===== config.mk =====
export PLATFORM = sky130hd
export DESIGN_NAME = pic_init_sequencer
export DESIGN_NICKNAME = d
export VERILOG_FILES = /design/src/rtl/pic_init_sequencer.sv
export SDC_FILE = /design/constraint.sdc
export NUM_CORES = 1
export LEC_CHECK = 0
export BUFFER_PORTS_ARGS = -buffer_cell sky130_fd_sc_hd__buf_2
export CAP_MARGIN = 20
export CORE_MARGIN = 3
export CORE_UTILIZATION = 45
export DETAILED_ROUTE_END_ITERATION = 8
export GPL_ROUTABILITY_DRIVEN = 0
export PLACE_DENSITY = 0.69
export SKIP_LAST_GASP = 1
export SYNTH_ARGS = -nofsm -noshare
export SYNTH_HDL_FRONTEND = slang
export SYNTH_SLANG_ARGS = --single-unit

===== constraint.sdc =====
create_clock -name clk -period 3.6 [get_ports clk]
set_clock_uncertainty 0.1 [all_clocks]
set_input_delay 0 -clock clk [delete_from_list [all_inputs] [get_ports clk]]
set_output_delay 0 -clock clk [all_outputs]
set_load 0.05 [all_outputs]

===== src/rtl/pic_init_sequencer.sv =====
// pic_init_sequencer: drives the 8259-style PIC init writes (ICW1..ICW4, OCW1),
// then arbitrates host OCW writes onto the same strobes and data bus.
// Ports: clk, reset_n (sync, active-low), start, ocw_request/select/data in;
//   ocw_grant, illegal_request, busy, done, five write strobes and
//   internal_data_bus out. All outputs are registered.
// Build option: define PIC_SEQ_DEFAULT_OCW3_EN to append an OCW3 write (8'h0A)
//   after OCW1 in the init sequence.
module pic_init_sequencer #(
  parameter logic        SINGLE      = 1'b1,
  parameter logic        LTIM        = 1'b0,
  parameter logic        SET_ICW4    = 1'b1,
  parameter logic        AEOI        = 1'b0,
  parameter logic [4:0]  VECTOR_BASE = 5'h08,
  parameter logic [7:0]  CASCADE_CFG = 8'h00,
  parameter logic [7:0]  IMR_INIT    = 8'hFF,
  parameter int unsigned WRITE_GAP   = 1
) (
  input  logic       clk,
  input  logic       reset_n,
  input  logic       start,
  input  logic       ocw_request,
  input  logic [1:0] ocw_select,
  input  logic [7:0] ocw_data,
  output logic       ocw_grant,
  output logic       illegal_request,
  output logic       busy,
  output logic       done,
  output logic       write_initial_command_word_1_reset,
  output logic       write_initial_command_word_2_4,
  output logic       write_operation_control_word_1,
  output logic       write_operation_control_word_2,
  output logic       write_operation_control_word_3,
  output logic [7:0] internal_data_bus
);

  typedef enum logic [3:0] {
    IDLE, ICW1, ICW2, ICW3, ICW4, OCW1,
`ifdef PIC_SEQ_DEFAULT_OCW3_EN
    OCW3I,
`endif
    GAP, READY, OCWW
  } state_e;

  localparam logic [3:0] GAP_LD =
    (WRITE_GAP == 0) ? 4'd0 : 4'(WRITE_GAP - 1);

  localparam logic [7:0] ICW1_DATA =
    {3'b000, 1'b1, LTIM, 1'b0, SINGLE, SET_ICW4};
  localparam logic [7:0] ICW2_DATA = {VECTOR_BASE, 3'b000};
  localparam logic [7:0] ICW4_DATA = {6'b0, AEOI, 1'b1};

  state_e     state_q, state_d;
  state_e     ret_q, ret_d;
  logic [3:0] cnt_q, cnt_d;

  logic       w1_q, w1_d;
  logic       w24_q, w24_d;
  logic       o1_q, o1_d;
  logic       o2_q, o2_d;
  logic       o3_q, o3_d;
  logic       grant_q, grant_d;
  logic       ill_q, ill_d;
  logic       busy_q, busy_d;
  logic       done_q, done_d;
  logic [7:0] bus_q, bus_d;

  // Write that follows the one just issued; READY ends any write chain.
  function automatic state_e next_write(input state_e s);
    case (s)
      ICW1:    next_write = ICW2;
      ICW2:    next_write = !SINGLE ? ICW3 : (SET_ICW4 ? ICW4 : OCW1);
      ICW3:    next_write = SET_ICW4 ? ICW4 : OCW1;
      ICW4:    next_write = OCW1;
`ifdef PIC_SEQ_DEFAULT_OCW3_EN
      OCW1:    next_write = OCW3I;
`endif
      default: next_write = READY;
    endcase
  endfunction

  always_comb begin
    state_d = state_q;
    ret_d   = ret_q;
    cnt_d   = cnt_q;
    unique case (state_q)
      IDLE: begin
        if (start) state_d = ICW1;
      end
      READY: begin
        // start outranks a pending OCW request
        if (start)            state_d = ICW1;
        else if (ocw_request) state_d = OCWW;
      end
      GAP: begin
        if (cnt_q == 4'd0) state_d = ret_q;
        else               cnt_d   = cnt_q - 4'd1;
      end
      default: begin
        if (WRITE_GAP == 0) begin
          state_d = next_write(state_q);
        end else begin
          state_d = GAP;
          ret_d   = next_write(state_q);
          cnt_d   = GAP_LD;
        end
      end
    endcase
  end

  // Outputs are decoded from the next state so they line up with it.
  always_comb begin
    logic is_ocww;
    is_ocww = (state_d == OCWW);
    w1_d    = (state_d == ICW1);
    w24_d   = state_d inside {ICW2, ICW3, ICW4};
    o1_d    = (state_d == OCW1) || (is_ocww && ocw_select == 2'd1);
    o2_d    = is_ocww && ocw_select == 2'd2;
    o3_d    = is_ocww && ocw_select == 2'd3;
`ifdef PIC_SEQ_DEFAULT_OCW3_EN
    o3_d    = o3_d || (state_d == OCW3I);
`endif
    grant_d = is_ocww;
    ill_d   = is_ocww && ocw_select == 2'd0;
    busy_d  = !(state_d inside {IDLE, READY});
    // A gap keeps done only when it follows a host OCW write.
    done_d  = (state_d == READY) || is_ocww ||
              (state_d == GAP && done_q);
    bus_d   = 8'h00;
    case (state_d)
      ICW1: bus_d = ICW1_DATA;
      ICW2: bus_d = ICW2_DATA;
      ICW3: bus_d = CASCADE_CFG;
      ICW4: bus_d = ICW4_DATA;
      OCW1: bus_d = IMR_INIT;
`ifdef PIC_SEQ_DEFAULT_OCW3_EN
      OCW3I: bus_d = 8'h0A;
`endif
      OCWW: bus_d = (ocw_select != 2'd0) ? ocw_data : 8'h00;
      default: bus_d = 8'h00;
    endcase
  end

  always_ff @(posedge clk) begin
    if (!reset_n) begin
      state_q <= IDLE;
      ret_q   <= IDLE;
      cnt_q   <= 4'd0;
      w1_q    <= 1'b0;
      w24_q   <= 1'b0;
      o1_q    <= 1'b0;
      o2_q    <= 1'b0;
      o3_q    <= 1'b0;
      grant_q <= 1'b0;
      ill_q   <= 1'b0;
      busy_q  <= 1'b0;
      done_q  <= 1'b0;
      bus_q   <= 8'h00;
    end else begin
      state_q <= state_d;
      ret_q   <= ret_d;
      cnt_q   <= cnt_d;
      w1_q    <= w1_d;
      w24_q   <= w24_d;
      o1_q    <= o1_d;
      o2_q    <= o2_d;
      o3_q    <= o3_d;
      grant_q <= grant_d;
      ill_q   <= ill_d;
      busy_q  <= busy_d;
      done_q  <= done_d;
      bus_q   <= bus_d;
    end
  end

  assign write_initial_command_word_1_reset = w1_q;
  assign write_initial_command_word_2_4     = w24_q;
  assign write_operation_control_word_1     = o1_q;
  assign write_operation_control_word_2     = o2_q;
  assign write_operation_control_word_3     = o3_q;
  assign ocw_grant                          = grant_q;
  assign illegal_request                    = ill_q;
  assign busy                               = busy_q;
  assign done                               = done_q;
  assign internal_data_bus                  = bus_q;

endmodule

Word-level counts from Yosys, hierarchy flattened
Cells that the tools add are included.
Storage, ports and cells
  flip-flop bits (word level): 29
  bits of input ports: 14
  word-level logic and storage cells: 63
  output and inout bits: 17
Operators by class
  multiplexer cells: 10
  reduce and logical (&&, ||, !) cells: 20
  equal/unequal tests: 18
  bitwise logic cells: 1
  add/subtract/negate cells: 1
Operators by type and width (count)
  8-bit one-hot mux with 5 select lines: 1
  4-bit by 3-bit equality test with 1-bit output, second input constant: 7
  4-bit two-way mux: 5
  4-bit by 2-bit equality test with 1-bit output, second input constant: 4
  4-bit zero test: 3
  4-bit one-hot mux with 3 select lines: 1
  3-bit one-hot mux with 3 select lines: 1
  4-bit by 1-bit equality test with 1-bit output, second input constant: 2
  8-bit two-way mux: 1
  4-bit one-hot mux with 2 select lines: 1
  1-bit logical AND: 5
  2-bit equality test, second input constant: 2
  4-bit equality test, second input constant: 1
  2-bit nonzero test: 2
  2-bit OR reduction: 2
  4-bit by 1-bit subtractor with 4-bit output, second input constant: 1
  1-bit logical OR: 3
  3-bit nonzero test: 1
  3-bit OR reduction: 1
  2-bit by 1-bit equality test with 1-bit output, second input constant: 1
  2-bit zero test: 1
  2-bit inequality test, second input constant: 1
  2-bit AND reduction: 1
  1-bit zero test: 1
  1-bit inverter: 1

Logic depth before layout (Yosys ltp)
Gate-level depths: netlist of run 1.
  depth in word-level cells: 6
  depth in mapped cells: 7
  gate-level depth less buffers: 7

Least setup slack after synthesis of run 1
Ideal clock, no wire load.
  kind: register to register
  start: reg cnt_q[0]
  end: reg cnt_q[1]
  stages on the path, launching flop included: 7
  data required time: 3.385 ns
  path slack: 1.776 ns
  arrival: 1.609 ns
  buffers on the path: 0
  setup time: 0.115 ns
  clock period less this slack: 1.824 ns
  cells stage by stage: dfxtp_1 inv_1 ha_1 or3b_2 a21o_1 and4b_1 o21a_1
Between the ends
  word-level cells in the longest chain between the ends: 3
  elaborated cells on any way between the ends: 6
  those cells by class: 1 x add/sub; 1 x eq/ne; 2 x mux; 2 x reduce/logical
Ends and longest elaborated chain
  from (decl): line 54  | logic [3:0] cnt_q, cnt_d;
  from (signal assigned): line 161  | cnt_q <= cnt_d;
  4-bit by 1-bit subtractor with 4-bit output or 4-bit zero test (tied branches): line 96, 95
  4-bit two-way mux or 2-bit inequality test (tied branches)
  4-bit one-hot mux with 2 select lines or 2-bit AND reduction (tied branches)
Parallel ways exist; a longest one is shown, timed or not. The select of a mux whose other input is x is not followed.
A chain may end at the register's enable or synchronous reset.

Final worst setup path of run 1
  start: reg state_q[1]
  end: reg o2_q, in the netlist write_operation_control_word_2
Between the ends
  word-level cells in the longest chain between the ends: 5
  elaborated cells on any way between the ends: 10
  those cells by class: 3 x eq/ne; 5 x mux; 2 x reduce/logical
Ends and longest elaborated chain
  from (decl): line 52  | state_e state_q, state_d;
  from (signal assigned): line 159  | state_q <= state_d;
  4-bit two-way mux: line 92  | else if (ocw_request) state_d = OCWW;
  4-bit two-way mux: line 91  | if (start) state_d = ICW1;
  4-bit one-hot mux with 3 select lines *: line 85  | unique case (state_q)
  4-bit equality test *: line 113  | is_ocww = (state_d == OCWW);
  1-bit logical AND *: line 117  | o2_d = is_ocww && ocw_select == 2'd2;
  to (signal assigned): line 151  | o2_q <= 1'b0;
  to (signal assigned): line 165  | o2_q <= o2_d;
  to (decl): line 59  | logic o2_q, o2_d;
Every way passes the cells marked *; elsewhere a longest branch is shown, timed or not.

==> results of run 1 <==
[logic make-up after synthesis]
logic type | Yosys count
adder cells (fa/ha/maj) | 2
flip-flops | 28
AND/OR/NAND/NOR | 53
multiplexers | 2
AO/OA/AOI/OAI | 41
XOR/XNOR | 1
buffers and inverters | 14
[worst max-delay path by stage]
stage	startpoint	to	slack (ps)	cells after the start
after floorplan	cnt_q[0]$_SDFFE_PN0P_	cnt_q[1]$_SDFFE_PN0P_	1780	6
after global placement	cnt_q[0]$_SDFFE_PN0P_	internal_data_bus[0]$_SDFF_PN0_	1620	6
after detailed placement	cnt_q[0]$_SDFFE_PN0P_	internal_data_bus[0]$_SDFF_PN0_	1520	6
after CTS	state_q[1]$_SDFF_PN0_	write_operation_control_word_2$_SDFF_PN0_	1340	5
after global routing	state_q[1]$_SDFF_PN0_	write_operation_control_word_2$_SDFF_PN0_	1090	5
final	state_q[1]$_SDFF_PN0_	write_operation_control_word_2$_SDFF_PN0_	1340	5
[metal layers]
metal	up-vias	wire [um]
met1	562	1320
li1	600	-
met2	46	1450
met4	0	79
met5	-	0
met3	9	208
[area by class of cell]
class                      instances  area (um^2)
clock buffer                       3         22.5
clock inverter                     1         30.0
multi-input combinational         99          702
sequential                        28          561
fill                             262         1110
inverter                           8         30.0
tap                               31         38.8
timing repair buffer              44          290
[flip-flops by register name (all words and copies together) (netlist names)]
signal and count:
ret_q 3, state_q 4, write_initial_command_word_2_4 1, ocw_grant 1, write_operation_control_word_1 1, done 1, illegal_request 1, busy 1
cnt_q 4, write_operation_control_word_3 1, write_initial_command_word_1_reset 1, write_operation_control_word_2 1, internal_data_bus 8
[cells in the mapped netlist, types with 2 or more instances]
master / n / area, um^2
dfxtp_1: 28 / 561
nor2_1: 9 / 33.8
inv_1: 8 / 30.0
nand2_1: 8 / 30.0
nand3_1: 8 / 40.0
a21oi_1: 7 / 35.0
nand2b_1: 6 / 37.5
o21ai_0: 5 / 25.0
nor3_1: 4 / 20.0
a21o_2: 3 / 26.3
and2_1: 3 / 18.8
and3_1: 3 / 18.8
buf_2: 3 / 15.0
o211ai_1: 3 / 22.5
a211o_1: 2 / 17.5
a21o_1: 2 / 15.0
a2bb2o_1: 2 / 20.0
and4b_1: 2 / 20.0
buf_6: 2 / 22.5
ha_1: 2 / 25.0
mux2i_1: 2 / 20.0
o2bb2ai_1: 2 / 17.5
or3b_2: 2 / 17.5
[critical path: cells and delay by family (launching register included)]
kind / cells / cell delay [ps]
flops: 1 / 570
buf+inv: 1 / 550
simple gates: 4 / 990
[timing repair]
item | CTS | global route
resized for setup | 0 | 0
hold endpoints to repair | 19 | 1
hold buffers | 13 | 1
[per-stage QoR]
| stage | hold slack (ps) | worst slack, ps | cell area (um^2) | power, uW | utilization (%) |
|---|---|---|---|---|---|
| floorplan | -28.5 | 1780 | 1340 | 779 | - |
| global placement | 97.3 | 1620 | 1480 | 842 | 53.3 |
| detailed placement | 101 | 1520 | 1480 | 849 | 53.3 |
| CTS | 4.68 | 1340 | 1660 | 1060 | 59.8 |
| global route | 295 | 1090 | 1670 | 1140 | 60.2 |
| finish | 295 | 1340 | 1670 | 1060 | 60.2 |
[power breakdown]
part | switching, uW | internal [uW] | leakage [uW] | total (uW)
clock | 91.5 | 113 | 0.0000279 | 204
combinational | 266 | 171 | 0.000512 | 437
sequential | 57.1 | 362 | 0.000228 | 419
total | 415 | 646 | 0.000768 | 1060
[layout by cell type (no fill, tap or decap), types with 2 or more instances in the layout]
| cell | synthesis | final |
|---|---|---|
| nand2_1 | 8 | 8 |
| o211ai_1 | 3 | 3 |
| nor2_1 | 9 | 9 |
| and3_1 | 3 | 3 |
| or3b_2 | 2 | 2 |
| nand3_1 | 8 | 8 |
| buf_2 | 3 | 30 |
| mux2i_1 | 2 | 2 |
| a21oi_1 | 7 | 7 |
| a21o_2 | 3 | 3 |
| inv_1 | 8 | 8 |
| nor3_1 | 4 | 4 |
| ha_1 | 2 | 2 |
| and2_1 | 3 | 3 |
| dfxtp_1 | 28 | 28 |
| o21ai_0 | 5 | 5 |
| o2bb2ai_1 | 2 | 2 |
| dlygate4sd3_1 | 0 | 14 |
| a21o_1 | 2 | 2 |
| clkbuf_4 | 0 | 3 |
| and4b_1 | 2 | 2 |
| nand2b_1 | 6 | 6 |
| a211o_1 | 2 | 2 |
| a2bb2o_1 | 2 | 2 |
==> flow_summary.ini, run 1 <==
[global_routing]
grt_most_used_layer = met2
grt_pass1_vias = 1116
grtUsageMet1_pct = 23.7
gr-usage-met2_pct = 29.5
grt_pass1_wl_um = 5060
track_usage_pct = 18.7
antenna_found_initial = 0
grt_overflow = 0
grt_util_met3_pct = 5.32
grt_max_degree = 17

[layout]
layout.cells.non_filler = 214
finalNetCount = 200
drive_gt1_share_pct = 25.7
antenna_cells = 0
area_growth_pct = 25.4

[logic_synthesis]
yosys.area_share.simple_pct = 23.9
yosys-mux-area-fraction_pct = 1.50
synth_cells = 141
synth.yosys.seq_area_share_pct = 42.0
synth_xor_area_share_pct = 0.656
synth_edf_count = 0
yosysWarningCount = 0
async_flop_share_pct = 0
syn-cell-area_um2 = 1340
synth_compound_area_share_pct = 24.6
yosysUniqueCellTypes = 48
ys_ff_latch = 28
synth_top_family_by_area = compound AO/OA/AOI/OAI gates
synth_nets = 157
syn_avg_cell_area_um2 = 9.47
ys.flop_type = dfxtp_1
synthAdderAreaFrac_pct = 1.87

[drt]
drtPass1Iterations = 4
drt_iter0_drc = 41
ant_nets = 0
wl_per_cell_um = 14.3
drc_errors = 0
vias = 1217
viasPerCell = 5.69
wirelength_um = 3050

[clock_network]
clk_path_buf_depth = 2
root_buffer = clkbuf_4
cts_sinks = 28
path_clk_slew_ps = 140
cts_setup_buffers = 0
clock_latency_ps = 330
cts_tree = yes
ctsHtreeMaxLevel = 1
cts_made_buffers = 3

[worst_hold_path]
hold_start = ocw_data[6]
min_to = internal_data_bus[6]$_SDFF_PN0_
worstHoldPathType = primary input to register
min_delay_path_depth = 3

[timing]
slew_violations = 0
timing_hold_violations_final = 0
relSlewSlack_pct = 62.5
finalSetupViolations = 0
fmax_mhz = 443
grt_setup_unrepaired = no
fin_tns_setup_ps = 0
min_period_ps = 2260
period_share_pct = 62.7
worst_pin_slew_ps = 562

[power_and_ir_drop]
powerDensity_nw_per_um2 = 633
ir_drop_uv = 493
power_leakage_uw = 0.000768

[outcome]
status = finished clean

[worst_setup_path]
startpoint_type = register
regToRegStartpoint = state_q[1]$_SDFF_PN0_
reg2reg_to = write_operation_control_word_2$_SDFF_PN0_
cpMostUsedCell = nand2_1
setup.worst_path.end_class = register
crit_type = register to register
cp_cell_sequence = nand2_1, nor4_2, nand2_1, nor2_1, dlygate4sd3_1
arrival_ps = 2440
crit_required_ps = 3790
ff2ff_setup_slack_ps = 1340
reg2regPathDepth = 5
slowest_stage = dfxtp_1
path_max_fanout = 11
cpPeakStageDelay_ps = 570

[floorplan]
io_pins = 31
die_y_um = 60.5
initial_core_util_pct = 48.0
die_x_um = 60.5
fp-row-count = 19
core_um2 = 2780
die-area_um2 = 3660

[placed_design]
place_inst = 196
portBuffers = 30
dpl.hpwl_um = 2200

[job]
drv_cap = 0
No activity file was read; power rests on OpenSTA's default activity.
==> inputs of run 2 (changes only) <==
==> constraint.sdc (replaced) <==
create_clock -name clk -period 2.3 [get_ports clk]
set_clock_uncertainty 0.1 [all_clocks]
set_input_delay 0 -clock clk [delete_from_list [all_inputs] [get_ports clk]]
set_output_delay 0 -clock clk [all_outputs]
set_load 0.05 [all_outputs]
==> run 2 against run 1 <==
Compared with the run above: highest routed layer unchanged; utilization is 0.090 points higher; count of clock-buffer cells in the layout is 1 higher; total power is 52% higher; sequential share of layout area is 0.099 points higher; die area stayed put.
==> flow_summary.ini, run 2 (synthesis results as in run 1) <==
[power_and_ir_drop]
p_comb_share_pct = 44.0
swShare_pct = 41.5
power_leakage_uw = 0.000771
seqPwrFrac_pct = 41.2
p_clk_share_pct = 14.8
net-switching-power_uw = 670
ir_drop_uv = 816
powerDensity_nw_per_um2 = 964
intPower_uw = 945

[timing]
relSlewSlack_pct = 72.6
slew_violations = 0
fin_tns_setup_ps = 0
min_period_ps = 2100
finalSetupViolations = 0
timing_hold_violations_final = 0
period_share_pct = 91.5
worst_pin_slew_ps = 407
grt_setup_unrepaired = no
holdWs_ps = 287
fmax_mhz = 475

[floorplan]
initial_core_util_pct = 48.0
fp-row-count = 19
core_um2 = 2780
die_y_um = 60.5
io_pins = 31
die_x_um = 60.5
die-area_um2 = 3660

[worst_setup_path]
setup.worst_path.end_class = register
crit_required_ps = 2490
startpoint_type = register
path_max_fanout = 11
arrival_ps = 2290
crit_type = register to register

[global_routing]
track_usage_pct = 19.7
grt_max_degree = 16
grt_overflow = 0
grt_pass1_wl_um = 5420
grt_pass1_vias = 1152
antenna_found_initial = 0

[job]
drv_cap = 0

[drt]
wl_per_cell_um = 15.6
drt_iter0_drc = 64
viasPerCell = 5.69
ant_nets = 0
vias = 1223
routed-wl-met2_um = 1690
met3WireLength_um = 203
drc_errors = 0
wirelength_um = 3350
m1WireLength_um = 1390
drtPass1Iterations = 4
dr.max_layer_used = met4

[clock_network]
cts_made_buffers = 3
ctsHtreeMaxLevel = 1
path_clk_slew_ps = 140
cts_setup_buffers = 0
root_buffer = clkbuf_4
clock_latency_ps = 330
cts_sinks = 28
cts_tree = yes
clk_path_buf_depth = 2

[worst_hold_path]
worstHoldPathType = primary input to register

[layout]
drive_gt1_share_pct = 27.2
utilization_pct = 60.3
antenna_cells = 0
finalNetCount = 201
mostFrequentLayoutCell = buf_2
largest_reg_flops = 8
area_growth_pct = 25.6
final_cell_mix = buf_2, dfxtp_1, dlygate4sd3_1

[placed_design]
dpl.hpwl_um = 2250
portBuffers = 30

[outcome]
status = finished clean
==> run 2: critical path: stages, from the launching register on <==
cell,delay (ps)
dfxtp_1,440
or3b_2,570
nor4_4,240
nand2_1,90
nor2_1,80
dlygate4sd3_1,550
==> run 2: what timing repair did <==
item,in CTS,in global routing
hold buffers,14,0
resized for setup,0,3
endpoints found under the hold margin,19,0
setup endpoints to repair,0,1
==> run 2: power by group through the flow <==
stage | sequential (uW) | clock, uW | combinational [uW]
final | 665 | 239 | 711
after global routing | 677 | 259 | 764
after CTS | 655 | 245 | 702
after detailed placement | 665 | 0 | 680
after global placement | 665 | 0 | 666
after floorplan | 741 | 0 | 478
==> run 2: layer usage <==
layer	global-route usage (%)	vias to the layer above
li1	-	597
met4	8.05	0
met2	31.6	40
met3	6.17	10
met5	0	-
met1	24.7	576
==> run 2: through the flow <==
stage,std cells,setup WS [ps],power (uW),instance area [um^2]
2_1_floorplan,141,476,1220,1340
3_3_place_gp,197,431,1330,1490
3_5_place_dp,197,314,1340,1490
4_1_cts,215,40.8,1600,1670
5_1_grt,215,91.1,1700,1680
6_report,215,195,1620,1680
==> run 2: final timing paths <==
kind	start	to	slack, ps	cells after the start
setup / recovery	state_q[3]$_SDFF_PN0_	write_operation_control_word_2$_SDFF_PN0_	200	5
hold reg to reg	cnt_q[3]$_SDFFE_PN0P_	cnt_q[3]$_SDFFE_PN0P_	400	2
setup reg to reg	state_q[3]$_SDFF_PN0_	write_operation_control_word_2$_SDFF_PN0_	200	5
hold / removal	ocw_data[3]	internal_data_bus[3]$_SDFF_PN0_	290	3
==> run 2: area by class of cell <==
class                           instances  area [um^2]
Clock buffer                            4         36.3
Fill cell                             239         1100
Inverter                                8         30.0
Multi-Input combinational cell         99          711
Sequential cell                        28          563
Tap cell                               31         38.8
Timing Repair Buffer                   45          298
==> inputs of run 3 (changes only) <==
--- a/config.mk
+++ b/config.mk
@@ -11,6 +11,7 @@
 export CORE_UTILIZATION = 45
 export DETAILED_ROUTE_END_ITERATION = 8
 export GPL_ROUTABILITY_DRIVEN = 0
+export MAX_ROUTING_LAYER = met4
 export PLACE_DENSITY = 0.69
 export SKIP_LAST_GASP = 1
 export SYNTH_ARGS = -nofsm -noshare
==> run 3 against run 2 <==
Compared with the run above: utilization stayed put; global-route usage rose by 0.63 points; fmax rose by 0.33%; via count is 0.25% higher; total power barely moved; critical path type unchanged; die area stayed put; highest routed layer unchanged; worst setup slack improved by 6.8 ps; routed wire length is 0.15% higher; final area unchanged; combinational power about the same; non-clock buffer count stayed put; register-to-register slack about the same; critical endpoint unchanged.
==> flow_summary.ini, run 3 (synthesis results as in run 1) <==
[power_and_ir_drop]
p_clk_share_pct = 14.7
p_comb_share_pct = 44.1
power_leakage_uw = 0.000771
swShare_pct = 41.5
intPower_uw = 945
powerDensity_nw_per_um2 = 963
ir_drop_uv = 814
net-switching-power_uw = 670
seqPwrFrac_pct = 41.2

[worst_hold_path]
min_to = internal_data_bus[3]$_SDFF_PN0_
worstHoldPathType = primary input to register
hold_start = ocw_data[3]
min_delay_path_depth = 3

[layout]
drive_gt1_share_pct = 27.2
multi_input_comb_area_um2 = 711
area_growth_pct = 25.6
fin_area_um2 = 1680
final_cell_mix = buf_2, dfxtp_1, dlygate4sd3_1
seq_area_um2 = 563
largest_reg_flops = 8
antenna_cells = 0
finalNetCount = 201
fill_cells = 239
mostFrequentLayoutCell = buf_2

[floorplan]
die_y_um = 60.5
die-area_um2 = 3660
die_x_um = 60.5
core_um2 = 2780
fp-row-count = 19
io_pins = 31
initial_core_util_pct = 48.0

[global_routing]
grt_overflow = 0
antenna_found_initial = 0
grt_pass1_vias = 1154
grt_max_degree = 16
track_usage_pct = 20.4
grt_pass1_wl_um = 5420

[placed_design]
portBuffers = 30
post_dp_cell_area_um2 = 1490
dpl.hpwl_um = 2250

[drt]
drc_errors = 0
vias = 1226
drtPass1Iterations = 4
wirelength_um = 3360
drt_iter0_drc = 39
wl_per_cell_um = 15.6
viasPerCell = 5.70
ant_nets = 0

[worst_setup_path]
path_max_fanout = 11
crit_required_ps = 2490
setup.worst_path.end_class = register
reg2reg_to = write_operation_control_word_2$_SDFF_PN0_
ff2ff_setup_slack_ps = 200
crit_type = register to register
reg2regPathDepth = 5
startpoint_type = register
arrival_ps = 2280
regToRegStartpoint = state_q[3]$_SDFF_PN0_

[timing]
fin_tns_setup_ps = 0
relSlewSlack_pct = 70.7
worst_pin_slew_ps = 436
grt_setup_unrepaired = no
timing_hold_violations_final = 0
slew_violations = 0
min_period_ps = 2100
period_share_pct = 91.2
fmax_mhz = 477
finalSetupViolations = 0

[clock_network]
path_clk_slew_ps = 140
clock_latency_ps = 330
cts_made_buffers = 3
cts_setup_buffers = 0
cts_sinks = 28
cts_tree = yes
ctsHtreeMaxLevel = 1
root_buffer = clkbuf_4
clk_path_buf_depth = 2

[outcome]
status = finished clean

[job]
drv_cap = 0
[run 3: cell counts in the layout (fill, tap and decap cells not counted)]
Identical to the previous run, type by type.
[run 3: metal layers]
metal | global-route usage, % | wire length [um] | vias to the layer above
met5 | - | 0 | -
met4 | 8.05 | 59 | 0
met3 | 6.17 | 223 | 9
met2 | 31.5 | 1680 | 44
met1 | 24.8 | 1400 | 577
li1 | - | - | 596
[run 3: final cells by class]
type	count	share of cell area [%]
Timing Repair Buffer	45	17.8
Clock buffer	4	2.16
Inverter	8	1.79
Multi-Input combinational cell	99	42.4
Tap cell	31	2.31
Sequential cell	28	33.6
[run 3: power groups by stage]
stage	combinational [uW]	clock [uW]	sequential, uW
floorplan	478	0	741
global placement	666	0	665
detailed placement	680	0	665
CTS	702	245	655
global route	765	259	677
finish	712	238	666
[run 3: worst max path at each step]
stage	start	end	slack (ps)	cells past startpoint
6_report	state_q[3]$_SDFF_PN0_	write_operation_control_word_2$_SDFF_PN0_	200	5
5_1_grt	state_q[3]$_SDFF_PN0_	write_operation_control_word_2$_SDFF_PN0_	90	5
4_1_cts	state_q[1]$_SDFF_PN0_	write_operation_control_word_2$_SDFF_PN0_	40	5
3_5_place_dp	cnt_q[0]$_SDFFE_PN0P_	internal_data_bus[0]$_SDFF_PN0_	310	6
3_3_place_gp	cnt_q[0]$_SDFFE_PN0P_	internal_data_bus[0]$_SDFF_PN0_	430	6
2_1_floorplan	cnt_q[0]$_SDFFE_PN0P_	cnt_q[1]$_SDFFE_PN0P_	480	6
[run 3: worst max-delay path, cell delays in order, from the launching register on]
cell and delay [ps]:
dfxtp_1 450, or3b_2 570, nor4_4 240, nand2_1 90
nor2_1 80, dlygate4sd3_1 540
[run 3: per-stage QoR]
step / cells / hold WS (ps) / total power [uW] / util (%) / setup WS (ps)
floorplan: 141 / -28.5 / 1220 / - / 476
global placement: 197 / 98.4 / 1330 / 53.5 / 431
detailed placement: 197 / 104 / 1340 / 53.5 / 314
CTS: 215 / 279 / 1600 / 59.9 / 40.8
global route: 215 / 290 / 1700 / 60.3 / 90.9
finish: 215 / 290 / 1620 / 60.3 / 202
[run 3: what timing repair did]
| item | CTS | global route |
|---|---|---|
| hold endpoints to repair | 19 | 0 |
| resized for setup | 0 | 3 |
| setup endpoints to repair | 0 | 1 |
| hold buffers | 14 | 0 |
